===== config.mk =====
export PLATFORM = sky130hd
export DESIGN_NAME = rng_sample_sched_flat
export DESIGN_NICKNAME = d
export VERILOG_FILES = /design/src/rtl/rng_sample_sched_if.sv /design/src/rtl/rng_sample_sched.sv /design/src/flat_wrapper.sv
export SDC_FILE = /design/constraint.sdc
export NUM_CORES = 1
export LEC_CHECK = 0
export ABC_CLOCK_PERIOD_IN_PS = 3390
export CAP_MARGIN = 30
export CORE_UTILIZATION = 35
export CTS_CLUSTER_SIZE = 14
export DETAILED_ROUTE_END_ITERATION = 6
export HOLD_SLACK_MARGIN = 0.03
export PLACE_DENSITY = 0.55
export SETUP_SLACK_MARGIN = 0.3
export SYNTH_ARGS = -nofsm -noshare
export SYNTH_HDL_FRONTEND = slang
export SYNTH_SLANG_ARGS = --single-unit
export TNS_END_PERCENT = 10

===== constraint.sdc =====
create_clock -name rng_clk -period 3.39 [get_ports rng_clk]
set_clock_uncertainty 0.15 [all_clocks]
set_input_delay 0.339 -clock rng_clk [delete_from_list [all_inputs] [get_ports rng_clk]]
set_output_delay 0.339 -clock rng_clk [all_outputs]
set_load 0.01 [all_outputs]

===== src/rtl/rng_sample_sched_if.sv =====
// Port bundle for the TRNG sample scheduler: control, config, entropy pin and word output handshake.
// The master side drives control/config and consumes words; the slave side is the scheduler.
interface rng_sample_sched_if #(
    parameter int CNT_W = 16
);
    logic             start;
    logic             stop;
    logic [CNT_W-1:0] sample_div;
    logic [1:0]       src_sel_cfg;
    logic             auto_rotate;
    logic             rnd_src;
    logic             rnd_src_en;
    logic [1:0]       rnd_src_sel;
    logic [31:0]      ehr_data;
    logic             ehr_valid;
    logic             ehr_ready;
    logic             busy;
    logic             err_rep;

    modport master (
        output start, stop, sample_div, src_sel_cfg, auto_rotate, rnd_src, ehr_ready,
        input  rnd_src_en, rnd_src_sel, ehr_data, ehr_valid, busy, err_rep
    );

    modport slave (
        input  start, stop, sample_div, src_sel_cfg, auto_rotate, rnd_src, ehr_ready,
        output rnd_src_en, rnd_src_sel, ehr_data, ehr_valid, busy, err_rep
    );
endinterface


===== src/rtl/rng_sample_sched.sv =====
// TRNG source sequencer: warm-up, decimated sampling, 32-bit packing and repetition-count health test.
// Optional Von Neumann debiaser between health test and packer when RNG_SCHED_VN_EN is defined.
//
// state  | meaning
// IDLE   | source off, waiting for start
// WARMUP | source on, waiting out oscillator settling time
// SAMPLE | taking one synchronised bit every N cycles into the packer
// HOLD   | full word presented on ehr_*, sampling paused
// ERROR  | health test failed, source off until stop
module rng_sample_sched #(
    parameter int WARMUP_CYC = 256,
    parameter int RC_LIMIT   = 32,
    parameter int CNT_W      = 16
) (
    input logic              rng_clk,
    input logic              rst,
    rng_sample_sched_if.slave bus
);
    localparam int WU_W = (WARMUP_CYC > 2) ? $clog2(WARMUP_CYC) : 1;

    typedef enum logic [2:0] {
        ST_IDLE   = 3'd0,
        ST_WARMUP = 3'd1,
        ST_SAMPLE = 3'd2,
        ST_HOLD   = 3'd3,
        ST_ERROR  = 3'd4
    } state_t;

    state_t           r_state;
    logic [WU_W-1:0]  r_wu_cnt;
    logic [CNT_W-1:0] r_dec_cnt;
    logic [CNT_W-1:0] r_div_m1;
    logic             r_rotate;
    logic [1:0]       r_sel;
    logic             r_en;
    logic [31:0]      r_data;
    logic             r_valid;
    logic [4:0]       r_bitcnt;
    logic [7:0]       r_run;
    logic             r_prev;
    logic             r_err;
    logic             r_sync1;
    logic             r_sync2;

    logic             w_take;
    logic [7:0]       w_run_next;
    logic             w_health_fail;
    logic             w_push;
    logic             w_bit;
    logic             w_word_done;
    logic             w_xfer;

    assign w_take = (r_state == ST_SAMPLE) && (r_dec_cnt == '0);
    assign w_xfer = r_valid && bus.ehr_ready;

    // A zero run count marks the first sample after warm-up: it always starts a fresh run.
    always_comb begin
        w_run_next = 8'd1;
        if ((r_run != 8'd0) && (r_sync2 == r_prev)) begin
            w_run_next = (r_run == 8'hFF) ? r_run : r_run + 8'd1;
        end
    end

    assign w_health_fail = w_take && (w_run_next == 8'(RC_LIMIT));

`ifdef RNG_SCHED_VN_EN
    logic r_vn_have;
    logic r_vn_first;

    assign w_push = w_take && r_vn_have && (r_vn_first != r_sync2);
    assign w_bit  = r_vn_first;
`else
    assign w_push = w_take;
    assign w_bit  = r_sync2;
`endif

    assign w_word_done = w_push && (r_bitcnt == 5'd31);

    always_ff @(posedge rng_clk or posedge rst) begin
        if (rst) begin
            r_state   <= ST_IDLE;
            r_wu_cnt  <= '0;
            r_dec_cnt <= '0;
            r_div_m1  <= '0;
            r_rotate  <= 1'b0;
            r_sel     <= 2'd0;
            r_en      <= 1'b0;
            r_data    <= 32'd0;
            r_valid   <= 1'b0;
            r_bitcnt  <= 5'd0;
            r_run     <= 8'd0;
            r_prev    <= 1'b0;
            r_err     <= 1'b0;
            r_sync1   <= 1'b0;
            r_sync2   <= 1'b0;
`ifdef RNG_SCHED_VN_EN
            r_vn_have  <= 1'b0;
            r_vn_first <= 1'b0;
`endif
        end else begin
            r_sync1 <= bus.rnd_src;
            r_sync2 <= r_sync1;
            if (bus.stop) begin
                r_state  <= ST_IDLE;
                r_en     <= 1'b0;
                r_valid  <= 1'b0;
                r_bitcnt <= 5'd0;
                r_data   <= 32'd0;
`ifdef RNG_SCHED_VN_EN
                r_vn_have <= 1'b0;
`endif
            end else begin
                case (r_state)
                    ST_IDLE: begin
                        if (bus.start) begin
                            r_state  <= ST_WARMUP;
                            r_div_m1 <= (bus.sample_div == '0) ? '0 : bus.sample_div - 1'b1;
                            r_rotate <= bus.auto_rotate;
                            r_sel    <= bus.src_sel_cfg;
                            r_en     <= 1'b1;
                            r_err    <= 1'b0;
                            r_wu_cnt <= WU_W'(WARMUP_CYC - 1);
                            r_run    <= 8'd0;
                            r_bitcnt <= 5'd0;
                            r_data   <= 32'd0;
`ifdef RNG_SCHED_VN_EN
                            r_vn_have <= 1'b0;
`endif
                        end
                    end
                    ST_WARMUP: begin
                        if (r_wu_cnt == '0) begin
                            r_state   <= ST_SAMPLE;
                            r_dec_cnt <= r_div_m1;
                        end else begin
                            r_wu_cnt <= r_wu_cnt - 1'b1;
                        end
                    end
                    ST_SAMPLE: begin
                        if (r_dec_cnt == '0) begin
                            r_dec_cnt <= r_div_m1;
                            r_prev    <= r_sync2;
                            r_run     <= w_run_next;
                            // A failing sample never completes a word, even if it is the 32nd bit.
                            if (w_health_fail) begin
                                r_state  <= ST_ERROR;
                                r_en     <= 1'b0;
                                r_err    <= 1'b1;
                                r_valid  <= 1'b0;
                                r_data   <= 32'd0;
                                r_bitcnt <= 5'd0;
`ifdef RNG_SCHED_VN_EN
                                r_vn_have <= 1'b0;
`endif
                            end else begin
`ifdef RNG_SCHED_VN_EN
                                r_vn_have <= ~r_vn_have;
                                if (!r_vn_have) begin
                                    r_vn_first <= r_sync2;
                                end
`endif
                                if (w_push) begin
                                    r_data   <= {r_data[30:0], w_bit};
                                    r_bitcnt <= r_bitcnt + 5'd1;
                                end
                                if (w_word_done) begin
                                    r_state <= ST_HOLD;
                                    r_valid <= 1'b1;
                                end
                            end
                        end else begin
                            r_dec_cnt <= r_dec_cnt - 1'b1;
                        end
                    end
                    ST_HOLD: begin
                        if (w_xfer) begin
                            r_valid <= 1'b0;
                            if (r_rotate) begin
                                r_sel    <= r_sel + 2'd1;
                                r_state  <= ST_WARMUP;
                                r_wu_cnt <= WU_W'(WARMUP_CYC - 1);
                                r_run    <= 8'd0;
`ifdef RNG_SCHED_VN_EN
                                r_vn_have <= 1'b0;
`endif
                            end else begin
                                r_state   <= ST_SAMPLE;
                                r_dec_cnt <= r_div_m1;
                            end
                        end
                    end
                    ST_ERROR: begin
                        r_state <= ST_ERROR;
                    end
                    default: begin
                        r_state <= ST_IDLE;
                        r_en    <= 1'b0;
                        r_valid <= 1'b0;
                    end
                endcase
            end
        end
    end

    assign bus.rnd_src_en  = r_en;
    assign bus.rnd_src_sel = r_sel;
    assign bus.ehr_data    = r_data;
    assign bus.ehr_valid   = r_valid;
    assign bus.busy        = (r_state != ST_IDLE);
    assign bus.err_rep     = r_err;
endmodule

===== src/flat_wrapper.sv =====
// flat-port wrapper written by rule: the top's interface ports become plain ports
module rng_sample_sched_flat 
#(
    parameter int WARMUP_CYC = 256,
    parameter int RC_LIMIT   = 32,
    parameter int CNT_W      = 16
)
  (rng_clk, rst, bus_start, bus_stop, bus_sample_div, bus_src_sel_cfg, bus_auto_rotate, bus_rnd_src, bus_ehr_ready, bus_rnd_src_en, bus_rnd_src_sel, bus_ehr_data, bus_ehr_valid, bus_busy, bus_err_rep);
  rng_sample_sched_if #(.CNT_W(CNT_W)) bus_i ();
  input logic rng_clk;
  input logic rst;
  input wire logic [$bits(bus_i.start)-1:0] bus_start;
  input wire logic [$bits(bus_i.stop)-1:0] bus_stop;
  input wire logic [$bits(bus_i.sample_div)-1:0] bus_sample_div;
  input wire logic [$bits(bus_i.src_sel_cfg)-1:0] bus_src_sel_cfg;
  input wire logic [$bits(bus_i.auto_rotate)-1:0] bus_auto_rotate;
  input wire logic [$bits(bus_i.rnd_src)-1:0] bus_rnd_src;
  input wire logic [$bits(bus_i.ehr_ready)-1:0] bus_ehr_ready;
  output wire logic [$bits(bus_i.rnd_src_en)-1:0] bus_rnd_src_en;
  output wire logic [$bits(bus_i.rnd_src_sel)-1:0] bus_rnd_src_sel;
  output wire logic [$bits(bus_i.ehr_data)-1:0] bus_ehr_data;
  output wire logic [$bits(bus_i.ehr_valid)-1:0] bus_ehr_valid;
  output wire logic [$bits(bus_i.busy)-1:0] bus_busy;
  output wire logic [$bits(bus_i.err_rep)-1:0] bus_err_rep;
  assign bus_i.start = bus_start;
  assign bus_i.stop = bus_stop;
  assign bus_i.sample_div = bus_sample_div;
  assign bus_i.src_sel_cfg = bus_src_sel_cfg;
  assign bus_i.auto_rotate = bus_auto_rotate;
  assign bus_i.rnd_src = bus_rnd_src;
  assign bus_i.ehr_ready = bus_ehr_ready;
  assign bus_rnd_src_en = bus_i.rnd_src_en;
  assign bus_rnd_src_sel = bus_i.rnd_src_sel;
  assign bus_ehr_data = bus_i.ehr_data;
  assign bus_ehr_valid = bus_i.ehr_valid;
  assign bus_busy = bus_i.busy;
  assign bus_err_rep = bus_i.err_rep;
  rng_sample_sched #(.WARMUP_CYC(WARMUP_CYC), .RC_LIMIT(RC_LIMIT), .CNT_W(CNT_W)) u_core (.rng_clk(rng_clk), .rst(rst), .bus(bus_i));
endmodule

==> flow_summary.ini <==
[setup_path]
crit_chain = inv_1 > ha_1 > nor4b_1 > and4_1 > nor4bb_1 > and4_4 > nor3_4 > buf_8 > mux2_1
arrival_ps = 2900
critPathLaunchType = register
cp_top_family = simple AND/OR/NAND/NOR gates
max_stage_delay_ps = 410
path_class = register to register
crit_path_top_delay_cell = nor4bb_1
endpoint_kind = register
crit_fanout = 27
worstPathRequired_ps = 3480
cp_num_buf_inv = 2

[run]
drv_cap = 0

[sta]
worst_pin_slew_ps = 656.0
slew-limit-headroom_pct = 56.27
period_needed_ps = 2816
slew_viol_final = 0
fin_setup_tns_ps = 0
setup_ws_ps = 574.5
clock.fmax_mhz = 355.2
grt_setup_unrepaired = no
setup_violations = 0
whs_ps = 219.2
hold_viol = 0
fin_crit_sh_pct = 83.05

[drt]
wl_per_cell_um = 15.47
drt-initial-drc-count = 282
via_per_inst = 5.449
remaining_drc_errors = 0
wirelength_mm = 12.02
drt_first_pass_iters = 5
ant_nets = 0
num_vias = 4234

[cts]
cts_tree = built
cts_hold_buf = 0
clkSlewWorstSetupHoldPaths_ps = 70
cts_root_buf = clkbuf_16
htreeDepth = 3
cts_buffers = 9
post_cts_resized = 0
cts_setup_buffers = 0
clk_latency_ps = 350
clk_path_buf_depth = 2
clock_sinks = 97

[global_routing]
grt_usage_pct = 16.89
grt_pass1_wl_mm = 19.93
grt-busiest-layer = met2
gr-usage-met1_pct = 22.38
antenna_found_initial = 0
gr-total-overflow = 0
use_met3_pct = 3.598
first_global_vias = 4081
grt_max_degree = 53
use_met2_pct = 26.96

[power]
peakVddDrop_uv = 258.8
leakagePower_nw = 2.539
power_density_nw_per_um2 = 604.2

[final_layout]
stdcell_count = 777
area_growth_pct = 21.60
design_area_um2 = 6255
drive_gt1_share_pct = 8.040
final_cell_mix = 97 x dfrtp_1, 62 x clkdlybuf4s50_1, 52 x nand2_1
nets = 625
fillers = 1383
final_common_cell = dfrtp_1
insertedDiodeCount = 0

[worst_hold_path]
hold_path.class = register to register

[place]
pre_cts_ws_ps = 589.4
placedInstanceArea_um2 = 5973
place_congestion = 0.8158
placed_cells = 761
portBuffers = 62
dpl.hpwl_mm = 8.383

[logic_synthesis]
syn-instance-count = 533
yosys_warnings = 0
synth_cell_types = 72
synthFlopType = dfrtp_1
syn-cell-area_um2 = 5144
synthArstFlopShare_pct = 100.0
synth_nets = 566
ys_seq_area_share_pct = 47.19
ys_ff_latch = 97
postSynthAreaPerCell_um2 = 9.650
synth_edf_count = 0

[die]
die-area_um2 = 15190
rows = 43
core-area_um2 = 14100
die_h_um = 123.2
die_w_um = 123.2
initial_core_util_pct = 36.49
ios = 63

[status]
outcome = completed
[logic make-up after synthesis]
group	synth area share [%]
AND/OR/NAND/NOR	18.95
buffers and inverters	4.232
multiplexers	1.435
adder cells (fa/ha/maj)	1.946
XOR/XNOR	3.406
flip-flops	47.19
AO/OA/AOI/OAI	22.84
[synth_stat cells (3+ instances only)]
master,n,share of area [%]
dfrtp_1,97,47
nand2_1,52,3.8
nor2_1,38,2.8
a21oi_1,37,3.6
a22o_1,34,5.8
o21ai_0,34,3.3
inv_1,18,1.3
nand3_1,17,1.7
o21ai_1,17,1.7
nor3_1,15,1.5
clkbuf_1,13,0.95
xnor2_1,13,2.2
nand4_1,10,1.2
ha_1,8,1.9
nor4_1,8,0.97
a31oi_1,7,0.85
xor2_1,7,1.2
buf_2,6,0.58
nor3b_1,6,0.88
a21o_1,5,0.73
o21a_1,5,0.73
or3_1,5,0.61
buf_6,4,0.88
mux2i_1,4,0.78
nand2b_1,4,0.49
a22oi_1,3,0.44
and3_1,3,0.36
and4_1,3,0.51
o2bb2ai_1,3,0.51
[state kept, by name, summed over array words and instances (netlist names), 2 cells and up]
| name | flops |
|---|---|
| u_core.r_run | 8 |
| u_core.r_state | 3 |
| u_core.r_div_m1 | 16 |
| u_core.r_wu_cnt | 8 |
| u_core.r_dec_cnt | 16 |
| u_core.bus.ehr_data | 32 |
| u_core.r_bitcnt | 5 |
| u_core.bus.rnd_src_sel | 2 |
[path summary, 6_finish.rpt]
path	start	end	slack [ps]	cells past startpoint
max	u_core.r_dec_cnt[0]	u_core.r_bitcnt[0]	570	9
min	u_core.r_sync1	u_core.r_sync2	220	0
max reg2reg	u_core.r_dec_cnt[0]	u_core.r_bitcnt[0]	570	9
min reg2reg	u_core.r_sync1	u_core.r_sync2	220	0
max in group asynchronous	rst	u_core.r_run[1]	2120	3
min in group asynchronous	rst	u_core.bus.ehr_data[22]	290	2
[where the power goes]
| group | switching (mW) | total, mW | internal, mW |
|---|---|---|---|
| Sequential | 0.257 | 1.66 | 1.40 |
| Clock | 0.459 | 0.982 | 0.523 |
| Combinational | 0.670 | 1.14 | 0.467 |
[stage by stage]
step / utilization (%) / total power [mW]
2_1_floorplan: - / 2.442
3_3_place_gp: 42.22 / 2.784
3_5_place_dp: 42.38 / 2.825
4_1_cts: 44.37 / 3.824
5_1_grt: 44.37 / 4.037
6_report: 44.37 / 3.779
[area by class of cell]
type,count,area (um^2),area share [%]
Tap cell,180,225.2,3.601
Clock buffer,11,242.7,3.881
Sequential cell,97,2427,38.81
Clock inverter,5,38.79,0.6201
Inverter,19,73.82,1.180
Multi-Input combinational cell,390,2509,40.11
Timing Repair Buffer,75,738.2,11.80
[per-layer routing]
metal	part of all wire [%]	wire [um]
met1	47	5639
met2	48	5789
met3	3.3	401
met4	1.6	191
met5	0	0
Power figures use the tool's default switching activity.
